## config.mk

```make
export PLATFORM = sky130hd
export DESIGN_NAME = cache_refill_controller
export DESIGN_NICKNAME = d
export VERILOG_FILES = /design/src/rtl/cache_ctrl_pkg.sv /design/src/rtl/cache_refill_controller_tag_valid_array.sv /design/src/rtl/cache_refill_controller.sv
export SDC_FILE = /design/constraint.sdc
export NUM_CORES = 1
export LEC_CHECK = 0
export BUFFER_PORTS_ARGS = -buffer_cell sky130_fd_sc_hd__buf_4
export CORE_AREA = 5 5 163 165
export CTS_CLUSTER_DIAMETER = 80
export DETAILED_ROUTE_END_ITERATION = 8
export DIE_AREA = 0 0 168 170
export HOLD_SLACK_MARGIN = 0.06
export PLACE_DENSITY = 0.76
export SYNTH_ARGS = -nofsm -noshare
export SYNTH_HDL_FRONTEND = slang
export SYNTH_SLANG_ARGS = --single-unit
```

## constraint.sdc

```tcl
create_clock -name i_clk -period 2.8 [get_ports i_clk]
set_clock_uncertainty 0.1 [all_clocks]
set_input_delay 0.14 -clock i_clk [delete_from_list [all_inputs] [get_ports i_clk]]
set_output_delay 0.14 -clock i_clk [all_outputs]
set_load 0.01 [all_outputs]
```

## src/rtl/cache_ctrl_pkg.sv

```systemverilog
// Shared field widths, line geometry and FSM encoding for the cache refill controller.
package cache_ctrl_pkg;

  localparam int WORD_W         = 32;
  localparam int ADDR_W         = 10;
  localparam int TAG_W          = 3;
  localparam int INDEX_W        = 5;
  localparam int OFFSET_W       = 2;
  localparam int WORDS_PER_LINE = 4;
  localparam int LINE_W         = WORD_W * WORDS_PER_LINE;

  typedef enum logic [1:0] {
    ST_IDLE,
    ST_REFILL,
    ST_FILL,
    ST_WRITE
  } state_t;

  // One-hot word enable for a single-word store into a line.
  function automatic logic [WORDS_PER_LINE-1:0] word_mask(input logic [OFFSET_W-1:0] off);
    word_mask      = '0;
    word_mask[off] = 1'b1;
  endfunction

endpackage

```

## src/rtl/cache_refill_controller_tag_valid_array.sv

```systemverilog
// Tag/valid store: combinational read port, single synchronous write port,
// valid bits cleared asynchronously so every line is cold after reset.
module tag_valid_array
  import cache_ctrl_pkg::*;
#(
  parameter int INDEX_SIZE = INDEX_W,
  parameter int TAG_SIZE   = TAG_W
) (
  input  logic                  clk,
  input  logic                  aresetn,
  input  logic [INDEX_SIZE-1:0] rd_index,
  output logic [TAG_SIZE-1:0]   rd_tag,
  output logic                  rd_valid,
  input  logic                  we,
  input  logic [INDEX_SIZE-1:0] wr_index,
  input  logic [TAG_SIZE-1:0]   wr_tag
);

  localparam int ENTRIES = 1 << INDEX_SIZE;

  logic [ENTRIES-1:0] valid_q;
  logic [TAG_SIZE-1:0] tag_q [ENTRIES];

  // Valid bits: cleared on reset, set when a line is filled.
  always_ff @(posedge clk or negedge aresetn) begin
    if (!aresetn) begin
      valid_q <= '0;
    end else if (we) begin
      valid_q[wr_index] <= 1'b1;
    end
  end

  // Tags carry no reset; they are meaningless until the matching valid bit is set.
  always_ff @(posedge clk) begin
    if (we) begin
      tag_q[wr_index] <= wr_tag;
    end
  end

  assign rd_tag   = tag_q[rd_index];
  assign rd_valid = valid_q[rd_index];

endmodule

```

## src/rtl/cache_refill_controller.sv

```systemverilog
// Direct-mapped cache controller: 4-beat line refill on read miss,
// write-through / no-write-allocate stores, single-cycle line install.
module cache_refill_controller
  import cache_ctrl_pkg::*;
#(
  parameter int BUS_WIDTH           = WORD_W,
  parameter int ADDRESS_WIDTH_CACHE = ADDR_W,
  parameter int TAG_SIZE            = TAG_W,
  parameter int INDEX_SIZE          = INDEX_W,
  parameter int BLOCK_SIZE          = LINE_W
) (
  input  logic                           i_clk,
  input  logic                           i_aresetn,
  input  logic                           i_cpu_rd,
  input  logic                           i_cpu_wr,
  input  logic [ADDRESS_WIDTH_CACHE-1:0] i_cpu_addr,
  input  logic [BUS_WIDTH-1:0]           i_cpu_wdata,
  output logic                           o_cpu_stall,
  output logic                           o_hit,
  output logic                           o_cache_we,
  output logic [INDEX_SIZE-1:0]          o_cache_index,
  output logic [BLOCK_SIZE-1:0]          o_cache_wline,
  output logic [WORDS_PER_LINE-1:0]      o_cache_wmask,
  output logic                           o_mem_req,
  output logic                           o_mem_we,
  output logic [ADDRESS_WIDTH_CACHE-1:0] o_mem_addr,
  output logic [BUS_WIDTH-1:0]           o_mem_wdata,
  input  logic [BUS_WIDTH-1:0]           i_mem_rdata,
  input  logic                           i_mem_ack
);

  localparam int OFFSET_SIZE = ADDRESS_WIDTH_CACHE - TAG_SIZE - INDEX_SIZE;

  logic [TAG_SIZE-1:0]    addr_tag;
  logic [INDEX_SIZE-1:0]  addr_index;
  logic [OFFSET_SIZE-1:0] addr_offset;

  assign addr_tag    = i_cpu_addr[ADDRESS_WIDTH_CACHE-1 -: TAG_SIZE];
  assign addr_index  = i_cpu_addr[OFFSET_SIZE +: INDEX_SIZE];
  assign addr_offset = i_cpu_addr[OFFSET_SIZE-1:0];

  state_t                                  state_q, state_d;
  logic [OFFSET_SIZE-1:0]                  beat_q;
  logic [WORDS_PER_LINE-1:0][BUS_WIDTH-1:0] line_q;

  logic [TAG_SIZE-1:0] tv_tag;
  logic                tv_valid;
  logic                tv_we;
  logic                stall_c;

  tag_valid_array #(
    .INDEX_SIZE (INDEX_SIZE),
    .TAG_SIZE   (TAG_SIZE)
  ) u_tag_valid (
    .clk      (i_clk),
    .aresetn  (i_aresetn),
    .rd_index (addr_index),
    .rd_tag   (tv_tag),
    .rd_valid (tv_valid),
    .we       (tv_we),
    .wr_index (addr_index),
    .wr_tag   (addr_tag)
  );

  assign o_hit = tv_valid && (tv_tag == addr_tag);

  // State register plus refill beat counter and line buffer; a reset abandons any beat in flight.
  always_ff @(posedge i_clk or negedge i_aresetn) begin
    if (!i_aresetn) begin
      state_q <= ST_IDLE;
      beat_q  <= '0;
      line_q  <= '0;
    end else begin
      state_q <= state_d;
      if (state_q == ST_REFILL && i_mem_ack) begin
        line_q[beat_q] <= i_mem_rdata;
        beat_q         <= beat_q + 1'b1;
      end
    end
  end

  // Next-state and output decode; acks outside REFILL/WRITE fall through unused.
  always_comb begin
    state_d       = state_q;
    stall_c       = 1'b0;
    tv_we         = 1'b0;
    o_mem_req     = 1'b0;
    o_mem_we      = 1'b0;
    o_mem_addr    = '0;
    o_mem_wdata   = '0;
    o_cache_we    = 1'b0;
    o_cache_index = '0;
    o_cache_wline = '0;
    o_cache_wmask = '0;
    unique case (state_q)
      ST_IDLE: begin
        if (i_cpu_wr) begin
          state_d = ST_WRITE;
          stall_c = 1'b1;
        end else if (i_cpu_rd && !o_hit) begin
          state_d = ST_REFILL;
          stall_c = 1'b1;
        end
      end
      ST_REFILL: begin
        stall_c    = 1'b1;
        o_mem_req  = 1'b1;
        o_mem_addr = {addr_tag, addr_index, beat_q};
        if (i_mem_ack && (&beat_q)) begin
          state_d = ST_FILL;
        end
      end
      ST_FILL: begin
        stall_c       = 1'b1;
        tv_we         = 1'b1;
        o_cache_we    = 1'b1;
        o_cache_index = addr_index;
        o_cache_wmask = '1;
        o_cache_wline = line_q;
        state_d       = ST_IDLE;
      end
      ST_WRITE: begin
        stall_c     = !i_mem_ack;
        o_mem_req   = 1'b1;
        o_mem_we    = 1'b1;
        o_mem_addr  = i_cpu_addr;
        o_mem_wdata = i_cpu_wdata;
        if (i_mem_ack) begin
          state_d = ST_IDLE;
          if (o_hit) begin
            o_cache_we    = 1'b1;
            o_cache_index = addr_index;
            o_cache_wmask = word_mask(addr_offset);
            o_cache_wline = {WORDS_PER_LINE{i_cpu_wdata}};
          end
        end
      end
      default: state_d = ST_IDLE;
    endcase
  end

  // The IDLE decode would otherwise stall a core that holds a request through reset.
  assign o_cpu_stall = stall_c && i_aresetn;

endmodule

```

Word-level counts from Yosys, hierarchy flattened
Memory sizes are Yosys's and may differ from the RTL's.
Cells that the tools add are included.
Cells by class
  add/subtract/negate cells: 1
  order comparisons: 6
  equal/unequal tests: 7
  muxes and demuxes: 36
  bitwise operators: 1
  reduce and logical (&&, ||, !) cells: 15
Operators with widths (count)
  two-way mux 128 bit: 2
  one-hot mux 128 bit (2 select lines): 1
  bitwise mux 128 bit: 1
  demux 32 bit (select 2 bit): 1
  two-way mux 32 bit: 2
  bitwise OR 32 bit: 1
  one-hot mux 10 bit (2 select lines): 1
  two-way mux 1 bit: 12
  two-way mux 5 bit: 2
  one-hot mux 5 bit (2 select lines): 1
  logical AND 1 bit: 8
  two-way mux 2 bit: 4
  two-way mux 4 bit: 2
  one-hot mux 2 bit (4 select lines): 1
  one-hot mux 4 bit (2 select lines): 1
  less-than comparator 2 x 3 -> 1 bit, second input constant: 2
  less-than comparator 5 x 6 -> 1 bit, second input constant: 1
  binary-select mux 1 bit (select 5 bit): 1
  demux 1 bit (select 5 bit): 1
  greater-or-equal comparator 5 x 1 -> 1 bit, second input constant: 1
  equality test 2 bit, second input constant: 2
  greater-or-equal comparator 2 x 1 -> 1 bit, second input constant: 2
  OR reduction 2 bit: 2
  equality test 3 bit: 1
  other kinds (12): 13
Storage, ports and cells
  flip-flop bits (word level): 164
  bits in writable memories: 96
  input port bits: 79
  memories kept: 1
Memories
  u_tag_valid.tag_q: words 32, width 3, read ports 1, clocked after Yosys merged registers in 0, write ports 1, RTL line cache_refill_controller_tag_valid_array.sv:22  | logic [TAG_SIZE-1:0] tag_q [ENTRIES];

Logic depth before layout (Yosys ltp)
  word-level depth: 9
  gate-level depth with buffers: 12
  mapped depth without buffers: 7

Hierarchy
A second synthesis with hierarchy kept.
Second synthesis, totals
  cell total of the unflattened synthesis: 829
  area total of the unflattened synthesis: 12067.8 sq um
Modules (own cells, without submodules)
  cache_refill_controller: instances 1, cells an instance 569, area each 6966.7 sq um, seq. area each 3303.2 sq um
  tag_valid_array: instances 1, cells an instance 260, area each 5101.1 sq um, seq. area each 3683.5 sq um

Least setup slack after synthesis
No wires, ideal clock.
  path kind: input to output
  start point: input port i_cpu_addr[2]
  end point: output port o_cache_wline[100]
  arrival time: 2.603 ns
  required time: 2.560 ns
  slack: -0.043 ns
  stages on the path: 12
  cells stage by stage: buf_2 -> buf_4 -> buf_2 -> mux2i_1 -> o22ai_1 -> nor4_1 -> and3b_1 -> o2111ai_1 -> nor3_4 -> buf_4 -> buf_6 -> a22o_1
On the way
  word-level cells in the longest chain between the ends: 6
  elaborated cells on any way between the ends: 8
  those cells by class: 1 x eq/ne; 5 x mux; 1 x reduce/logical; 1 x memory
Ends and longest elaborated chain
  from (decl): RTL line cache_refill_controller.sv:16  | input logic [ADDRESS_WIDTH_CACHE-1:0] i_cpu_addr,
  memory read (32 x 3 bit) / binary-select mux 1 bit (select 5 bit) (equally long branches)
  equality test 3 bit / two-way mux 1 bit (equally long branches): RTL line cache_refill_controller.sv:65, cache_refill_controller_tag_valid_array.sv:41
  logical AND 1 bit *: RTL line cache_refill_controller.sv:65  | assign o_hit = tv_valid && (tv_tag == addr_tag);
  two-way mux 128 bit *: RTL line cache_refill_controller.sv:130  | if (o_hit) begin
  two-way mux 128 bit *: RTL line cache_refill_controller.sv:128  | if (i_mem_ack) begin
  one-hot mux 128 bit (2 select lines) *: RTL line cache_refill_controller.sv:95  | unique case (state_q)
  to (decl): RTL line cache_refill_controller.sv:22  | output logic [BLOCK_SIZE-1:0] o_cache_wline,
Every way passes the cells marked *; elsewhere a longest branch is shown, timed or not. The select of a mux whose other input is x is not followed.

Worst setup path after layout
  start point: memory u_tag_valid.tag_q[9][1] (netlist bit)
  end point: output port o_cache_wmask[2]
On the way
  word-level cells in the longest chain between the ends: 6
Ends and longest elaborated chain
  from (decl): RTL line cache_refill_controller_tag_valid_array.sv:22
  memory read (32 x 3 bit)
  equality test 3 bit: RTL line cache_refill_controller.sv:65
  logical AND 1 bit: RTL line cache_refill_controller.sv:65
  two-way mux 4 bit: RTL line cache_refill_controller.sv:130
  two-way mux 4 bit: RTL line cache_refill_controller.sv:128
  one-hot mux 4 bit (2 select lines): RTL line cache_refill_controller.sv:95
  to (decl): RTL line cache_refill_controller.sv:23  | output logic [WORDS_PER_LINE-1:0] o_cache_wmask,
Every way passes these cells.

==> flow_metrics.tcl <==
set metrics [dict create \
    outcome "finished, violations left" \
    failed_checks "setup timing" \
    netlist_top_cells_count "sky130_fd_sc_hd__dfrtp_1, sky130_fd_sc_hd__a22o_1, sky130_fd_sc_hd__mux2_2" \
    yosysMostFrequentCell "sky130_fd_sc_hd__dfrtp_1" \
    synth.cell_area_um2 12300 \
    final_period_minus_worst_setup_slack_ns 3.43 \
    pwr_dens_nw_per_um2 923 \
    path_category_of_the_worst_min_delay_check "primary input to async pin" \
    synth_area_leaders "sky130_fd_sc_hd__dfrtp_1, sky130_fd_sc_hd__edfxtp_1, sky130_fd_sc_hd__mux2_2, sky130_fd_sc_hd__a22o_1, sky130_fd_sc_hd__mux2i_1" \
    utilization 0.656 \
    clk_root_buffer_cell "sky130_fd_sc_hd__clkbuf_16" \
    drt_wl_total_um 35500 \
    ys_seq_elements 260 \
    rows 58 \
    totalNegativeSetupSlack_ns -81.74 \
    max-vdd-ir-drop_v 0.000485 \
    worstPathMaxFanout 9 \
    power.leakage_uw 0.00730 \
    drt-vias-per-instance 5.79 \
    area.growth.synth_to_final_pct 33.1 \
    gr-usage-all-layers 0.238 \
    top_level_port_count 263 \
    tritoncts "yes" \
    route.antenna.remaining_nets 0 \
    avgSynthCellArea_um2 13.5 \
    final_cell_area_um2 16300 \
    layout-drive-gt1-share 0.457 \
    antenna_violations_before_repair 0 \
    ys_types 51 \
    post_synth_and_or_nand_nor_area_fraction 0.0822 \
    dominant_combinational_cell_family_by_area_after_synthesis "multiplexers" \
    timing.final.setup_violations 140 \
    synth.mux.area_fraction 0.173 \
    htree_levels 1 \
    drt_first_pass_iters 4 \
    globalRoute.totalOverflow 0 \
    drtIter0Drc 556 \
    synth-compound-area-share 0.122 \
    setup.worst_path.class "flop to primary output" \
    place.port_buffers 262 \
    nets 1293 \
    insertedDiodeCount 0 \
    synth-main-ff-cell "sky130_fd_sc_hd__dfrtp_1" \
    start_util 0.493 \
    finalHoldViolCount 0 \
    gp_congestion 0.935 \
    critical_path.reg2reg.startpoint "u_tag_valid.tag_q[9][1]" \
    crit_start "u_tag_valid.tag_q[9][1]" \
    grt_setup_unrepaired "yes" \
    avg_wl_per_cell_um 22.8 \
    yosys_warnings 0 \
    yosysTopAreaCell "sky130_fd_sc_hd__dfrtp_1" \
    grt_pass1_vias 9451 \
    post_synth_xor_area_fraction 0.000714 \
    post-dp-hpwl_um 24500 \
    final_min_period_over_clock_period 1.22 \
    worst_pin_slew_ns 0.791 \
    cts_inserted_buffers 28 \
    achievable-frequency_ghz 0.292 \
    worstSkewPairLatency_ns 0.54 \
    end_kind "primary output" \
    area_of_the_core_um2 24900 \
    cts_sinks 260 \
    fraction_of_registers_with_async_set_reset 0.631 \
    global_route_wire_length_before_repair_um 54100 \
    synthCells 912 \
    synth_sequential_area_ratio 0.569 \
    post_synth_fa_ha_maj_area_fraction 0.00918 \
    finalMaxSlewViolations 0 \
    worstPathArrival_ns 3.19 \
    worst_slack_ns -0.630 \
    synth_enable_flop_cells 96 \
    synthDominantCellAreaShare 0.334 \
    clkTransAtPathRegs_ns 0.06 \
    die_area_um2 28600 \
    critPathRequiredTime_ns 2.56 \
    detailed_place.area_um2 14700 \
    num_vias 9012 \
    pin_count_of_the_biggest_net_entering_global_routing 92 \
    timing.critical_path.from_type "flop" \
    ctsLongestPathBuffers 3 \
    die_height_um 170 \
    cap_violations 0 \
    post-cts-setup-buffer-count 0 \
    maxSlewHeadroom 0.473 \
    die_width_um 168 \
    drc 0 \
    syn_nets 1000 \
]
sequential cells by signal, summed over array words and instances, names as in the netlist:
signal / flops
line_q: 128
state_q: 2
beat_q: 2
u_tag_valid.tag_q: 96
u_tag_valid.valid_q: 32
final cells by class:
type / instances / area, um2
fill: 1799 / 8560
timing repair buffer: 364 / 3070
multi-input combinational: 542 / 4870
clock inverter: 9 / 88.8
tap: 330 / 413
sequential: 260 / 6990
clock buffer: 43 / 871
inverter: 9 / 33.8
kinds of logic (layout without fill, tap and decap cells):
logic type,count (synthesis),in the layout
adder cells (fa/ha/maj),9,9
AO/OA/AOI/OAI,181,181
XOR/XNOR,1,1
AND/OR/NAND/NOR,165,165
multiplexers,186,186
buffers and inverters,110,425
flip-flops,260,260
metal layers:
metal,part of all wire,global-route usage,vias to the layer above
li1,-,-,4012
met1,0.41,0.311,4602
met2,0.50,0.409,338
met3,0.069,0.0525,60
met4,0.021,0.0568,0
met5,0,0,-
metrics by stage:
| stage | hold WS (ns) | std cells | power [uW] | setup slack [ns] |
|---|---|---|---|---|
| 3_5_place_dp | -0.0621 | 1463 | 11200 | -0.475 |
| 3_3_place_gp | -0.0635 | 1463 | 11100 | -0.462 |
| 5_1_grt | 0.0739 | 1557 | 15800 | -0.716 |
| 2_1_floorplan | -0.256 | 912 | 8850 | 0.0112 |
| 4_1_cts | 0.0627 | 1555 | 15100 | -0.612 |
| 6_report | 0.0649 | 1557 | 15100 | -0.630 |
worst paths after layout:
kind	endpoint	slack (ns)	depth (start not counted)
max reg2reg	state_q[1]	0.14	8
min	u_tag_valid.valid_q[15]	0.06	3
min in group i_clk	u_tag_valid.tag_q[7][1]	0.10	2
min reg2reg	u_tag_valid.valid_q[15]	0.36	1
max in group asynchronous	line_q[91]	1.89	3
max	o_cache_wmask[2]	-0.63	10
cells in the final DEF (no fill, tap or decap), drive strengths merged, types with 4 or more instances in the layout:
| cell | count |
|---|---|
| a22o | 134 |
| a41o | 4 |
| and2 | 41 |
| buf | 324 |
| clkbuf | 45 |
| clkinv | 8 |
| dfrtp | 164 |
| dlygate4sd3 | 38 |
| edfxtp | 96 |
| ha | 9 |
| inv | 9 |
| mux2 | 129 |
| mux2i | 49 |
| mux4 | 8 |
| nand2 | 5 |
| nand3 | 6 |
| nand3b | 4 |
| nand4b | 4 |
| nand4bb | 4 |
| nor2 | 32 |
| nor2b | 6 |
| nor3 | 5 |
| nor4 | 7 |
| o22ai | 26 |
| or2 | 32 |
| or4b | 4 |
worst max-delay path: stages (launching register included):
cell                       delay (ns)
sky130_fd_sc_hd__edfxtp_1        0.36
sky130_fd_sc_hd__mux2i_1         0.26
sky130_fd_sc_hd__o22ai_1         0.19
sky130_fd_sc_hd__nor4_2          0.29
sky130_fd_sc_hd__a21oi_1         0.12
sky130_fd_sc_hd__or4_4           0.54
sky130_fd_sc_hd__nor3_4          0.21
sky130_fd_sc_hd__buf_4           0.21
sky130_fd_sc_hd__buf_4           0.18
sky130_fd_sc_hd__a41o_1          0.18
sky130_fd_sc_hd__buf_4           0.13
power by group:
group	total, uW	internal [uW]	leakage [uW]	switching [uW]
Sequential	5940	5140	0.00290	806
Combinational	5400	2930	0.00393	2470
Clock	3720	2240	0.000475	1480
timing repair:
action | in CTS | in global routing
pin swaps | 6 | 7
endpoints found under the setup margin | 140 | 141
cloned | 0 | 2
hold endpoints to repair | 360 | 0
hold buffers | 40 | 0
resized for setup | 15 | 20
Power figures use the tool's default switching activity.
